[src/rtl/id_fwd_scoreboard.sv]
// Decode-stage register hazard unit.
// Tracks in-flight writes per register, picks the youngest forwarding source for each operand,
// and stalls decode when an operand cannot be obtained yet.
module id_fwd_scoreboard #(
  parameter int unsigned DW      = 32,
  parameter int unsigned AW      = 5,
  parameter int unsigned NUM_FWD = 3,
  parameter int unsigned CNT_W   = 2
) (
  input  logic                  clk,
  input  logic                  reset,
  input  logic [AW-1:0]         rs1_addr,
  input  logic [AW-1:0]         rs2_addr,
  input  logic                  rs1_need,
  input  logic                  rs2_need,
  input  logic [DW-1:0]         rf_rdata1,
  input  logic [DW-1:0]         rf_rdata2,
  input  logic [NUM_FWD-1:0]    fwd_we,
  input  logic [NUM_FWD*AW-1:0] fwd_waddr,
  input  logic [NUM_FWD*DW-1:0] fwd_wdata,
  input  logic [NUM_FWD-1:0]    fwd_ok,
  input  logic                  issue_fire,
  input  logic                  issue_we,
  input  logic [AW-1:0]         issue_waddr,
  input  logic                  retire_fire,
  input  logic [AW-1:0]         retire_waddr,
  input  logic                  flush,
  output logic [DW-1:0]         rs1_value,
  output logic [DW-1:0]         rs2_value,
  output logic                  stall,
  output logic                  sb_err,
  output logic [31:0]           stall_cycles
);

  localparam int unsigned NREG = 1 << AW;
  localparam logic [CNT_W-1:0] CntMax = '1;

  logic [CNT_W-1:0] cnt_q [NREG];
  logic [CNT_W-1:0] cnt_d [NREG];
  logic             err_set;
  logic             inc_en;
  logic             dec_en;
  logic             rs1_blk;
  logic             rs2_blk;
  logic             issue_full;

  // Returns {blocked, value}. The youngest matching stage decides; a pending result there hides
  // any older stage, since older data would be stale.
  function automatic logic [DW:0] resolve(
    input logic [AW-1:0]         addr,
    input logic [DW-1:0]         rf,
    input logic [CNT_W-1:0]      cnt,
    input logic [NUM_FWD-1:0]    we,
    input logic [NUM_FWD*AW-1:0] waddr,
    input logic [NUM_FWD*DW-1:0] wdata,
    input logic [NUM_FWD-1:0]    ok
  );
    logic          hit;
    logic          blk;
    logic [DW-1:0] val;
    hit = 1'b0;
    blk = 1'b0;
    val = rf;
    if (addr == '0) begin
      val = '0;
    end else begin
      for (int i = 0; i < NUM_FWD; i++) begin
        if (!hit && we[i] && (waddr[i*AW +: AW] == addr)) begin
          hit = 1'b1;
          blk = ~ok[i];
          if (ok[i]) val = wdata[i*DW +: DW];
        end
      end
      // Multi-cycle producers never appear on a forward path; only the counter reveals them.
      if (!hit && (cnt != '0)) blk = 1'b1;
    end
    return {blk, val};
  endfunction

  // Operand resolution and stall generation.
  always_comb begin
    {rs1_blk, rs1_value} = resolve(rs1_addr, rf_rdata1, cnt_q[rs1_addr],
                                   fwd_we, fwd_waddr, fwd_wdata, fwd_ok);
    {rs2_blk, rs2_value} = resolve(rs2_addr, rf_rdata2, cnt_q[rs2_addr],
                                   fwd_we, fwd_waddr, fwd_wdata, fwd_ok);
    issue_full = issue_we && (issue_waddr != '0) && (cnt_q[issue_waddr] == CntMax);
    stall = (rs1_need && rs1_blk) || (rs2_need && rs2_blk) || issue_full;
  end

  // Next-state of the pending-write counters.
  always_comb begin
    cnt_d   = cnt_q;
    err_set = 1'b0;
    inc_en  = issue_fire && issue_we && (issue_waddr != '0);
    dec_en  = retire_fire && (retire_waddr != '0);
    if (flush) begin
      for (int r = 0; r < NREG; r++) cnt_d[r] = '0;
    end else if (!(inc_en && dec_en && (issue_waddr == retire_waddr))) begin
      // Saturate rather than wrap: a wrapped counter would silently drop a hazard.
      if (inc_en && (cnt_q[issue_waddr] != CntMax)) begin
        cnt_d[issue_waddr] = cnt_q[issue_waddr] + 1'b1;
      end
      if (dec_en) begin
        if (cnt_q[retire_waddr] != '0) cnt_d[retire_waddr] = cnt_q[retire_waddr] - 1'b1;
        else err_set = 1'b1;
      end
    end
  end

  // Counter state.
  always_ff @(posedge clk) begin
    if (reset) begin
      for (int r = 0; r < NREG; r++) cnt_q[r] <= '0;
    end else begin
      for (int r = 0; r < NREG; r++) cnt_q[r] <= cnt_d[r];
    end
  end

  // Sticky error flag and saturating stall counter; flush leaves both alone.
  always_ff @(posedge clk) begin
    if (reset) begin
      sb_err       <= 1'b0;
      stall_cycles <= '0;
    end else begin
      if (err_set) sb_err <= 1'b1;
      if (stall && (stall_cycles != 32'hFFFF_FFFF)) stall_cycles <= stall_cycles + 32'd1;
    end
  end

endmodule

[config.mk]
export PLATFORM = sky130hd
export DESIGN_NAME = id_fwd_scoreboard
export DESIGN_NICKNAME = d
export VERILOG_FILES = /design/src/rtl/id_fwd_scoreboard.sv
export SDC_FILE = /design/constraint.sdc
export NUM_CORES = 1
export LEC_CHECK = 0
export BUFFER_PORTS_ARGS = -buffer_cell sky130_fd_sc_hd__buf_4
export CORE_MARGIN = 4
export CORE_UTILIZATION = 35
export CTS_CLUSTER_SIZE = 20
export DETAILED_ROUTE_END_ITERATION = 10
export PLACE_DENSITY = 0.65
export SLEW_MARGIN = 20
export SYNTH_ARGS = -nofsm -noshare
export SYNTH_HDL_FRONTEND = slang
export SYNTH_SLANG_ARGS = --single-unit
[constraint.sdc]
create_clock -name clk -period 9.2 [get_ports clk]
set_input_delay 1.38 -clock clk [delete_from_list [all_inputs] [get_ports clk]]
set_output_delay 1.38 -clock clk [all_outputs]
set_load 0.01 [all_outputs]
==> results of run 1 <==
[through the flow]
| stage | hold WS [ps] | cell area (µm²) |
|---|---|---|
| 2_1_floorplan | 444 | 9680 |
| 3_3_place_gp | 455 | 12200 |
| 3_5_place_dp | 467 | 12200 |
| 4_1_cts | 487 | 12500 |
| 5_1_grt | 513 | 12500 |
| 6_report | 485 | 12500 |
[final timing paths]
kind,start,endpoint,slack (ps),cells past startpoint
max,issue_waddr[0],stall,3350,11
min reg2reg,sb_err,sb_err,490,2
max reg2reg,cnt_q[4],cnt_q[5],4800,14
min,sb_err,sb_err,490,2
[sequential cells by signal (all words and copies together) (netlist names)]
signal	count
cnt_q	64
sb_err	1
stall_cycles	32
[synthesized netlist by cell type, drive strengths merged, types with 8 or more instances]
cell type	number	area, µm²
a21oi	154	771
nor4	24	150
buf	28	123
o31ai	8	60.1
mux2i	83	831
nand3	20	100
nand4	24	150
and3	20	125
or3	8	50.1
mux2	20	225
dfxtp	97	1940
o211a	8	80.1
o221a	9	101
mux4	38	856
nand2	225	845
o22ai	12	75.1
nor3	34	170
and2	10	62.6
xor2	20	175
o21ai	58	290
a211oi	13	97.6
nand3b	8	60.1
o211ai	75	563
nor2	136	510
clkbuf	89	334
xnor2	15	131
nor2b	22	138
inv	10	37.5
[where the power goes]
group / total (mW) / switching, mW / internal (mW)
clock: 0.390 / 0.193 / 0.197
combinational: 0.355 / 0.197 / 0.159
sequential: 0.427 / 0.00397 / 0.423
total: 1.17 / 0.393 / 0.779
[layer usage]
| metal | vias to the layer above | wire length, µm | track usage (%) |
|---|---|---|---|
| met4 | 2 | 1730 | 10.8 |
| met5 | - | 9 | 0 |
| li1 | 5389 | - | - |
| met1 | 5505 | 17700 | 36.1 |
| met2 | 672 | 19200 | 41.0 |
| met3 | 108 | 4220 | 5.61 |
[logic make-up (layout without fill, tap and decap cells)]
kind of cell             count (synthesis)  count (layout)  share of synthesized area [%]
AND/OR/NAND/NOR                        571             571                           27.6
AO/OA/AOI/OAI                          371             371                           24.0
multiplexers                           141             141                           19.7
buffers and inverters                  127             349                           5.11
flip-flops                              97              97                           20.1
XOR/XNOR                                35              35                           3.17
adder cells (fa/ha/maj)                  3               3                          0.388
[worst min-delay path, cell delays in order, from the launching register on]
cell     delay, ps
dfxtp_1        340
a21oi_1         40
nor2_1          70
[cell type report]
type,instances,area share (%)
Clock inverter,6,0.482
Sequential cell,97,15.6
Tap cell,372,3.74
Timing Repair Buffer,323,19.5
Inverter,10,0.301
Multi-Input combinational cell,1121,58.5
Clock buffer,10,1.92
==> impl_results.md, run 1 <==
- Initial DRC count: 1,173
- Routed vias: 11,700
- Initial antenna violation count: 1
- Total detailed-routing wirelength: 42,900 µm
- Clock-pin slew on the worst setup and hold paths: 70 ps
- Overall Power: 1.17 mW
- Clock skew: 12.8 ps
- DRC Markers: 0
- Cells resized by post-CTS repair: 0
- Top cell by count, worst path: buf_4
- Clk root buf: clkbuf_16
- DP HPWL: 31,700 µm
- Critical path type: primary input to output port
- Worst vdd ir: 0.0841 mV
- Post-synth EDFFs: 0
- Final Critical Period: 5850 ps
- Yosys warns: 0
- Post-synthesis cell count: 1,345
- Crit. End Element: output port
- Cts hold-fix bufs: 0
- Leakage: 5.12 nW
- Commonest non-fill, non-tap cell in the layout: buf_4
- Final nets: 1,774
- Crit path max-delay cell type: mux4_2
- Number of global-route vias before repair: 10,900
- Power Dens Cells: 94.1 mW/mm²
- Clk_lat worst skew: 370 ps
- Mapped Nets: 1,557
- Seq cells post-synth: 97
- Fmax: 171 MHz
- Multi-input logic area: 0.00729 mm²
- Arrival time worst endpoint: 4470 ps
- Yosys cell types: 57
- Vias/cell: 6.02
- WP buf/inv: 3
- Fill count: 2,746
- Die area: 0.0304 mm²
- # IOs: 307
- Cell Area, Synth: 0.00968 mm²
- Asr flop ratio synth: 0%
- Worst EP required: 7820 ps
- Largest net degree at the start of global routing: 65
- Syn_area_per_cell: 7.20 µm²
- I/O Buffers: 306
- Die X-Extent: 174 µm
- CP max FO: 27
- Postcts setup bufs: 0
- Die Y: 174 µm
- Status: completed
- Layout cells sized above 1: 27.3%
- GR Overflow Total: 0
- Area grow syn2layout: 28.7%
- 1st-pass router iterations: 5
- Commonest non-fill, non-tap cells in the layout: 323 x buf_4, 225 x nand2_1, 154 x a21oi_1
- Setup TNS: 0 ps
- Ant. Diodes: 0
- Final Util: 46.0%
- Maximum root-to-sink buffer count: 2
- Final GP Congestion: 0.990
- Final setup vio count: 0
- CTS tree: built
- Fin crit share: 63.6%
- Floorplan row count: 60
- Post-route setup slack: 3350 ps
- Sequential cell area fraction in the yosys report: 20.1%
- Main synth FF type: dfxtp_1
- Crit path max-delay family: simple AND/OR/NAND/NOR gates
- Place WS: 3370 ps
- Routed Antenna Nets: 0
- H-tree depth: 3
- Initial Util: 35.7%
- Max Slew Vio Count: 0
- GRT Total Usage: 26.5%
- Fin. Hold Viols: 0
- Core ar.: 0.0271 mm²
- First-pass GRT wire length: 64,600 µm
- DR WL/cell: 22.1 µm
- Startpoint Class: primary input
- Crit-path cells: buf_4, mux4_2, nand2b_1, o21ai_0, nor4_2, ha_1, o311ai_0, o221a_2, and3_1, inv_1, buf_4
- Max Cap Violations: 0
- FF/Latch Area: 0.00194 mm²
- Critical Path Max Stage Delay: 540 ps
- Post-Layout Cell Count: 1,939
- Placed Cells: 1,923
- CTS Buf Count: 9
- CTS Sinks: 97
- Hold Path Class: flip-flop to flip-flop
- Worst Tran Pin Value: 1110 ps
- Normalized max-slew margin: 25.1%
- RSZ-0062 raised after global routing: no
Note: power is estimated with default switching activity, not from simulation.
==> inputs of run 2 (changes only) <==
- clock period: 9.2 -> 5.9 ns (I/O delays scaled with it)
==> run 2 against run 1 <==
Compared with the run above: count of clock-buffer cells in the layout decreased by 1; non-clock buffer count grew 6; setup slack got worse by 2200 ps; register-to-register slack lost 2700 ps; sequential power increased by 56%; critical path depth is the same; final area is 0.47% higher; power increased by 58%; hold slack worse by 1.0 ps; via count is 0.20% higher; die area did not move; critical path type unchanged; critical endpoint unchanged; largest power group unchanged.
==> impl_results.md, run 2 (same netlist as run 1, synthesis figures left out) <==
- Status: completed
- Normalized max-slew margin: 28.7% (+3.5 points)
- Final GP Congestion: 1.01 (+1.8%)
- Clock-pin slew on the worst setup and hold paths: 70 ps (about the same)
- Most flops, register: cnt_q
- Placed Cells: 1,929 (+0.31%)
- Commonest non-fill, non-tap cells in the layout: 329 x buf_4, 225 x nand2_1, 154 x a21oi_1
- Max FFs per register: 64 (unchanged)
- Final setup vio count: 0 (unchanged)
- Arrival time worst endpoint: 3810 ps (-660 ps)
- Total detailed-routing wirelength: 43,400 µm (+1.2%)
- Placed instance area: 0.0122 mm² (+0.32%)
- Largest net degree at the start of global routing: 65 (unchanged)
- Hold Path Sink: sb_err
- # IOs: 307 (unchanged)
- H-tree depth: 3 (unchanged)
- Startpoint Class: primary input
- Power Dens Cells: 148 mW/mm² (+57%)
- Reg-to-reg slack, setup: 2130 ps (-2670 ps)
- Die area: 0.0304 mm² (unchanged)
- Area grow syn2layout: 29.3%
- Final Critical Period: 4700 ps
- Core ar.: 0.0271 mm² (unchanged)
- Commonest non-fill, non-tap cell in the layout: buf_4
- Number of global-route vias before repair: 10,700 (-1.0%)
- Critical path type: primary input to output port
- Layout cells sized above 1: 27.6% (+0.28 points)
- CTS Sinks: 97 (unchanged)
- Clock skew: 12.1 ps (-0.650 ps)
- Crit. End Element: output port
- Cells on worst reg2reg path: 14 (unchanged)
- Routed Antenna Nets: 0 (unchanged)
- GR Overflow Total: 0 (unchanged)
- Worst Tran Pin Value: 1070 ps (-46.9 ps)
- Worst EP required: 5020 ps (-2800 ps)
- Worst hold start: sb_err
- Initial antenna violation count: 0 (-1)
- Final Cell Area: 0.0125 mm² (+0.47%)
- Clk_lat worst skew: 360 ps (about the same)
- Initial Util: 35.7% (unchanged)
- Cells resized by post-CTS repair: 0 (unchanged)
- CP max FO: 27 (unchanged)
- Fin crit share: 79.6%
- DRC Markers: 0 (unchanged)
- Setup TNS: 0 ps (unchanged)
- Biggest regs: cnt_q: 64 flops, stall_cycles: 32 flops, sb_err: 1 flops
- Die Y: 174 µm (unchanged)
- Die X-Extent: 174 µm (unchanged)
- Max Cap Violations: 0 (unchanged)
- Ant. Diodes: 0 (unchanged)
- Postcts setup bufs: 0 (unchanged)
- Max Slew Vio Count: 0 (unchanged)
- DP HPWL: 32,400 µm (+2.0%)
- Worst reg2reg path startpoint: cnt_q[4]
- Routed vias: 11,700 (+0.20%)
- Cts hold-fix bufs: 0 (unchanged)
- Post-Layout Cell Count: 1,945 (+0.31%)
- Clk root buf: clkbuf_16
- DR WL/cell: 22.3 µm (+0.92%)
- Final Util: 46.2% (+0.22 points)
- RR Endpoint: cnt_q[61]
- CTS tree: built
- Worst setup startpoint: issue_waddr[0]
- Worst vdd ir: 0.118 mV (+40%)
- 1st-pass router iterations: 5 (unchanged)
- Hold Slack: 484 ps (-1.04 ps)
- Maximum root-to-sink buffer count: 2 (unchanged)
- Leakage: 5.16 nW (+0.76%)
- I/O Buffers: 306 (unchanged)
- Floorplan row count: 60 (unchanged)
- GRT Total Usage: 26.7% (+0.15 points)
- Vias/cell: 6.01 (-0.11%)
- Hold depth: 2 (unchanged)
- Fin. Hold Viols: 0 (unchanged)
- CTS Buf Count: 9 (unchanged)
- First-pass GRT wire length: 64,700 µm (+0.15%)
- Final nets: 1,780 (+0.34%)
- Fmax: 213 MHz
- Hold Path Class: flip-flop to flip-flop
- Initial DRC count: 1,402 (+20%)
- RSZ-0062 raised after global routing: no
[run 2: where the power goes]
group	total [mW]	switching [mW]	internal [mW]
Combinational	0.558	0.308	0.250
Clock	0.628	0.291	0.338
Sequential	0.665	0.00651	0.659
[run 2: area by class of cell]
| class | instances | area, µm² |
|---|---|---|
| inverters | 10 | 37.5 |
| repair buffers | 329 | 2470 |
| clock buffers | 9 | 225 |
| fillers | 2724 | 14600 |
| multi-input cells | 1121 | 7290 |
| flip-flops and latches | 97 | 1940 |
| clock inverters | 7 | 83.8 |
| well taps | 372 | 465 |
[run 2: worst max-delay path by stage]
stage	to	slack, ps	cells past startpoint
2_1_floorplan	stall	1170	13
3_3_place_gp	stall	1270	11
3_5_place_dp	stall	1220	11
4_1_cts	stall	1220	11
6_report	stall	1200	11
5_1_grt	stall	940	11
[run 2: stage by stage]
| step | power (mW) | worst slack, ps |
|---|---|---|
| 2_1_floorplan | 0.958 | 1170 |
| 3_3_place_gp | 1.23 | 1270 |
| 3_5_place_dp | 1.23 | 1220 |
| 4_1_cts | 1.86 | 1220 |
| 5_1_grt | 1.93 | 939 |
| 6_report | 1.85 | 1200 |
[run 2: worst max-delay path, stage by stage]
cell      delay (ps)
buf_4            340
mux4_2           540
nand2b_1         220
o21ai_0          170
nor4_2            90
ha_1             240
o311ai_0         170
o221a_2          350
and3_1           550
inv_1             80
buf_4            160
[run 2: metal layers]
layer	up-vias	part of all wire, %	wire length (µm)	track usage [%]
met3	135	9.6	4180	5.59
met2	703	46	19800	42.1
met1	5460	41	17800	36.4
li1	5401	-	-	-
met5	-	0	0	0
met4	0	3.9	1680	8.91
